--- src/rtl/float_div.sv ---
// IEEE-754 single-precision iterative divider (z = a / b), radix-2 restoring
// mantissa division with round-to-nearest-even and a fixed-latency done pulse.
module float_div (
  input  logic        clk,
  input  logic        rst,
  input  logic        start,
  input  logic [31:0] a,
  input  logic [31:0] b,
  output logic [31:0] z,
  output logic        done,
  output logic        busy
);

  localparam logic [2:0] IDLE   = 3'd0;
  localparam logic [2:0] UNPACK = 3'd1;
  localparam logic [2:0] DIV    = 3'd2;
  localparam logic [2:0] NORM   = 3'd3;
  localparam logic [2:0] ROUND  = 3'd4;
  localparam logic [2:0] DONE   = 3'd5;

  localparam int unsigned MW = 24;
  localparam int unsigned QW = 27;
  localparam int unsigned RW = 26;
  localparam int unsigned EW = 10;
  localparam int unsigned CW = 5;
  localparam logic [CW-1:0] LAST_BIT = CW'(QW - 1);

  logic [2:0]           state_q, state_d;
  logic [31:0]          a_q, b_q;
  logic [MW-1:0]        mb_q, mant_q;
  logic [RW-1:0]        rem_q;
  logic [QW-1:0]        q_q;
  logic [CW-1:0]        cnt_q;
  logic signed [EW-1:0] exp_q;
  logic                 sign_q, guard_q, sticky_q, skip_round_q;

  logic [7:0]           ea_c, eb_c;
  logic                 a_zero_c, b_zero_c, a_inf_c, b_inf_c, a_nan_c, b_nan_c;
  logic                 special_c;
  logic [31:0]          special_z_c;
  logic                 rem_ge_c;
  logic [RW-1:0]        rem_next_c;
  logic [MW:0]          rnd_sum_c;
  logic signed [EW-1:0] rnd_exp_c;
  logic [31:0]          rnd_z_c;

  // Operand classification and special-case resolution
  always_comb begin
    ea_c     = a_q[30:23];
    eb_c     = b_q[30:23];
    a_zero_c = (ea_c == 8'h00);
    b_zero_c = (eb_c == 8'h00);
    a_inf_c  = (ea_c == 8'hFF) && (a_q[22:0] == 23'd0);
    b_inf_c  = (eb_c == 8'hFF) && (b_q[22:0] == 23'd0);
    a_nan_c  = (ea_c == 8'hFF) && (a_q[22:0] != 23'd0);
    b_nan_c  = (eb_c == 8'hFF) && (b_q[22:0] != 23'd0);
    special_c   = 1'b1;
    special_z_c = 32'd0;
    if (a_nan_c || b_nan_c || (a_zero_c && b_zero_c) || (a_inf_c && b_inf_c))
      special_z_c = 32'h7FC00000;
    else if (a_inf_c || (b_zero_c && !a_zero_c))
      special_z_c = {a_q[31] ^ b_q[31], 8'hFF, 23'd0};
    else if (a_zero_c || b_inf_c)
      special_z_c = {a_q[31] ^ b_q[31], 31'd0};
    else
      special_c = 1'b0;
  end

  // One restoring step: subtract if it fits, then shift the remainder
  always_comb begin
    rem_ge_c   = (rem_q >= RW'(mb_q));
    rem_next_c = (rem_ge_c ? (rem_q - RW'(mb_q)) : rem_q) << 1;
  end

  // Round-to-nearest-even, carry renormalisation and range clamping
  always_comb begin
    rnd_sum_c = {1'b0, mant_q} + (MW+1)'(guard_q & (sticky_q | mant_q[0]));
    rnd_exp_c = rnd_sum_c[MW] ? (exp_q + 10'sd1) : exp_q;
    if (rnd_exp_c >= 10'sd255)
      rnd_z_c = {sign_q, 8'hFF, 23'd0};
    else if (rnd_exp_c <= 10'sd0)
      rnd_z_c = {sign_q, 31'd0};
    else
      rnd_z_c = {sign_q, rnd_exp_c[7:0], rnd_sum_c[MW] ? 23'd0 : rnd_sum_c[22:0]};
  end

  always_comb begin
    state_d = state_q;
    case (state_q)
      IDLE:    if (start) state_d = UNPACK;
      UNPACK:  state_d = special_c ? ROUND : DIV;
      DIV:     if (cnt_q == LAST_BIT) state_d = NORM;
      NORM:    state_d = ROUND;
      ROUND:   state_d = DONE;
      DONE:    state_d = IDLE;
      default: state_d = IDLE;
    endcase
  end

  always_ff @(posedge clk or posedge rst) begin
    if (rst) state_q <= IDLE;
    else     state_q <= state_d;
  end

  always_ff @(posedge clk or posedge rst) begin
    if (rst) begin
      a_q <= '0; b_q <= '0; mb_q <= '0; mant_q <= '0; rem_q <= '0; q_q <= '0;
      cnt_q <= '0; exp_q <= '0; sign_q <= 1'b0; guard_q <= 1'b0; sticky_q <= 1'b0;
      skip_round_q <= 1'b0; z <= '0; done <= 1'b0; busy <= 1'b0;
    end else begin
      done <= (state_d == DONE);
      busy <= (state_d != IDLE);
      case (state_q)
        IDLE: if (start) begin
          a_q <= a;
          b_q <= b;
        end
        UNPACK: begin
          sign_q       <= a_q[31] ^ b_q[31];
          skip_round_q <= special_c;
          if (special_c) z <= special_z_c;
          mb_q  <= {1'b1, b_q[22:0]};
          rem_q <= RW'({1'b1, a_q[22:0]});
          q_q   <= '0;
          cnt_q <= '0;
          exp_q <= $signed({2'b00, ea_c}) - $signed({2'b00, eb_c}) + 10'sd127;
        end
        DIV: begin
          q_q   <= {q_q[QW-2:0], rem_ge_c};
          rem_q <= rem_next_c;
          cnt_q <= cnt_q + CW'(1);
        end
        NORM: begin
          if (q_q[QW-1]) begin
            mant_q   <= q_q[26:3];
            guard_q  <= q_q[2];
            sticky_q <= q_q[1] | q_q[0] | (rem_q != '0);
          end else begin
            mant_q   <= q_q[25:2];
            guard_q  <= q_q[1];
            sticky_q <= q_q[0] | (rem_q != '0);
            exp_q    <= exp_q - 10'sd1;
          end
        end
        ROUND: if (!skip_round_q) z <= rnd_z_c;
        default: ;
      endcase
    end
  end

endmodule

--- config.mk ---
export PLATFORM = sky130hd
export DESIGN_NAME = float_div
export DESIGN_NICKNAME = d
export VERILOG_FILES = /design/src/rtl/float_div.sv
export SDC_FILE = /design/constraint.sdc
export NUM_CORES = 1
export LEC_CHECK = 0
export BUFFER_PORTS_ARGS = -buffer_cell sky130_fd_sc_hd__buf_2
export CORE_MARGIN = 2
export CORE_UTILIZATION = 30
export DETAILED_ROUTE_END_ITERATION = 8
export HOLD_SLACK_MARGIN = 0.08
export PLACE_DENSITY = 0.54
export SETUP_SLACK_MARGIN = 0.4
export SYNTH_ARGS = -nofsm -noshare
export SYNTH_HDL_FRONTEND = slang
export SYNTH_SLANG_ARGS = --single-unit
--- constraint.sdc ---
create_clock -name clk -period 17.9 [get_ports clk]
set_input_delay 0.895 -clock clk [delete_from_list [all_inputs] [get_ports clk]]
set_output_delay 0.895 -clock clk [all_outputs]
set_load 0.05 [all_outputs]
==> run_results.csv <==
group,metric,value,unit
run_status,status,"finished clean",
critical_path,crit_path_end_kind,"flop",
synth,synth.area.top_cells,"dfrtp_1, mux2_2, nand2_1",
critical_path,cp_max_fo,38,
placement,place_area,0.0128,mm2
sta,setup_tns,0,ns
critical_path,worst_setup_path_start_kind,"flop",
synth,syn_nets,1320,
critical_path,worstPathArrival,3.65,ns
floorplan,die_w,202,um
critical_path,critPathKind,"reg -> reg",
sta,finalClockSkew,0.00799,ns
pwr,ir_worst_vdd,0.0876,mV
placement,hpwl,21.1,mm
finish,area.growth.synth_to_final,15.9,%
pwr,p_leak,5.81,nW
global_route,gr-total-overflow,0,
floorplan,ioPinCount,101,
synth,synth_largest_area_cell,"dfrtp_1",
sta,min_period,3.25,ns
drt,wire_per_inst,16.0,um
floorplan,start_util,30.4,%
sta,finalCritPeriodShare,18.2,%
finish,antenna_cells,0,
drt,wl_met3,1.33,mm
cts,cts_resized,0,
finish,final_layout_size_suffix_gt1_share,19.1,%
synth,syn_area,0.0117,mm2
synth,synth-edff-count,0,
drt,top_layer,"met4",
cts,post_cts_buffers,0,
sta,setup_viol,0,
sta,max_freq,308,MHz
global_route,grt_max_degree,91,
global_route,antenna_found_initial,0,
job,drv_cap,0,
floorplan,dieArea,0.0408,mm2
synth,synth_area_per_cell,9.69,um2
finish,layout_commonest_cell,"dfrtp_1",
min_path,min_path_type,"in -> async",
pwr,p_per_area,205,mW/mm2
placement,port_buffers,100,
sta,hold_violations,0,
drt,via_count,9122,
cts,cts_max_level,1,
critical_path,rr_startpoint,"rem_q[0]",
cts,clk_latency,0.54,ns
critical_path,cp.required,18.30,ns
floorplan,die_y,202,um
sta,tightest_slew,0.986,ns
synth,ys_warn_count,0,
sta,grt_setup_unrepaired,"false",
cts,cts.clk_slew.worst_paths,0.06,ns
sta,slew_headroom,34.3,%
finish,fillCellCount,3962,
drt,routed_wl,29.3,mm
synth,syn_inst,1212,
synth,ys.flop_type,"dfrtp_1",
finish,final_cell_mix,"dfrtp_1, nand2_1, o21ai_0, buf_2, a21oi_1",
cts,cts_sinks,221,
cts,cts_tree,"done",
global_route,grt_pass1_wl,49.0,mm
finish,fin_area,0.0136,mm2
floorplan,coreArea,0.0386,mm2
drt,drtAntennaViolNets,0,
drt,drt_iter0_markers,508,
synth,synth-async-reset-ratio,100,%
global_route,grt_pass1_vias,9014,
cts,cts_buffers,26,
cts,postCtsHoldBufs,0,
cts,clk_path_buf_depth,3,
critical_path,cp-startpoint,"rem_q[0]",
placement,place.gp.congestion,0.853,
cts,root_buffer,"clkbuf_16",
drt,post-route-drc-count,0,
synth,yosysTopAreaCellShare,47.1,%
synth,synth-seq-area-share,47.1,%
drt,wl_met1,13.8,mm
floorplan,row_count,72,
drt,drtPass1Iterations,5,
synth,ys_seq_elements,221,
drt,dr_wl_met2,13.6,mm
global_route,grt_use_total,14.6,%
drt,viasPerCell,4.98,
synth,yosysUniqueCellTypes,66,
finish,nets,1400,
sta,slew_viol_final,0,
-- cell type report --
type	instances	area, um2	share of cell area [%]
multi-input combinational	875	5780	42.4
inverter	57	221	1.63
clock buffer	38	807	5.92
clock inverter	10	56.3	0.413
timing repair buffer	111	583	4.28
tap	518	648	4.76
sequential	221	5530	40.6
-- sequential cells by signal, indices dropped and copies added, names as in the netlist, 3 cells and up --
name	count
q_q	27
mant_q	24
state_q	3
a_q	32
z	32
mb_q	24
rem_q	26
cnt_q	5
exp_q	10
b_q	32
-- metrics by stage --
stage	hold WS (ns)	setup slack (ns)	utilization, %	total power, W	cells
floorplan	0.418	10.96	-	0.00194	1212
global placement	0.438	14.75	33.0	0.00227	1782
detailed placement	0.438	14.69	33.0	0.00228	1782
CTS	0.453	14.67	35.2	0.00282	1830
global route	0.499	14.35	35.2	0.00305	1830
finish	0.447	14.65	35.2	0.00280	1830
-- logic make-up after synthesis --
group	share of synthesized area, %
multiplexers	7.67
adder cells (fa/ha/maj)	4.49
AND/OR/NAND/NOR	14.5
flip-flops	47.1
buffers and inverters	3.92
XOR/XNOR	4.55
AO/OA/AOI/OAI	17.8
-- synth_stat cells (4+ instances only) --
| master | count |
|---|---|
| mux2i_1 | 27 |
| mux2_2 | 56 |
| ha_1 | 39 |
| o22ai_1 | 18 |
| o21ai_2 | 20 |
| nand2_1 | 157 |
| nor3_1 | 24 |
| nand2b_1 | 5 |
| dfrtp_1 | 221 |
| o21a_1 | 11 |
| nand3_1 | 25 |
| clkbuf_1 | 52 |
| a22o_1 | 26 |
| and3_1 | 8 |
| o22a_1 | 9 |
| xnor2_1 | 32 |
| o21bai_1 | 4 |
| xor2_1 | 29 |
| nor2_1 | 67 |
| a21o_1 | 7 |
| inv_1 | 57 |
| nor4_1 | 23 |
| nor2b_1 | 4 |
| a211oi_1 | 12 |
| or3_1 | 10 |
| a31oi_1 | 9 |
| nand4_1 | 21 |
| o21ai_0 | 101 |
| o211ai_1 | 7 |
| or2_2 | 4 |
| o31ai_1 | 4 |
| a21oi_1 | 69 |
-- per-layer routing --
metal | vias to the layer above | global-route usage [%]
met1 | 4388 | 20.1
li1 | 4523 | -
met4 | 0 | 3.55
met5 | - | 0
met3 | 38 | 2.97
met2 | 173 | 23.6
-- path summary, 6_finish.rpt --
check                       endpoint  slack, ns  depth (start not counted)
max in group asynchronous      z[20]      16.04                          3
setup / recovery           rem_q[21]      14.65                         11
min in group clk            mb_q[23]       0.45                          2
hold / removal              mb_q[19]       0.45                          2
hold reg to reg             mb_q[23]       0.45                          2
setup reg to reg           rem_q[21]      14.65                         11
-- worst max-delay path: stages, from the launching register on --
cell and delay, ns:
dfrtp_1 0.39, inv_1 0.08, ha_1 0.18, fa_1 0.20, nand2b_1 0.13, a21oi_1 0.10, o41a_1 0.48, o31ai_1 0.29
a31o_2 0.70, inv_1 0.24, o31ai_1 0.26, a21oi_1 0.07
-- where the power goes --
group / total [W] / switching (W) / internal (W)
clock: 0.000523 / 0.000212 / 0.000311
combinational: 0.00140 / 0.000842 / 0.000557
sequential: 0.000876 / 0.000186 / 0.000690
total: 0.00280 / 0.00124 / 0.00156
Note: power is estimated with default switching activity, not from simulation.
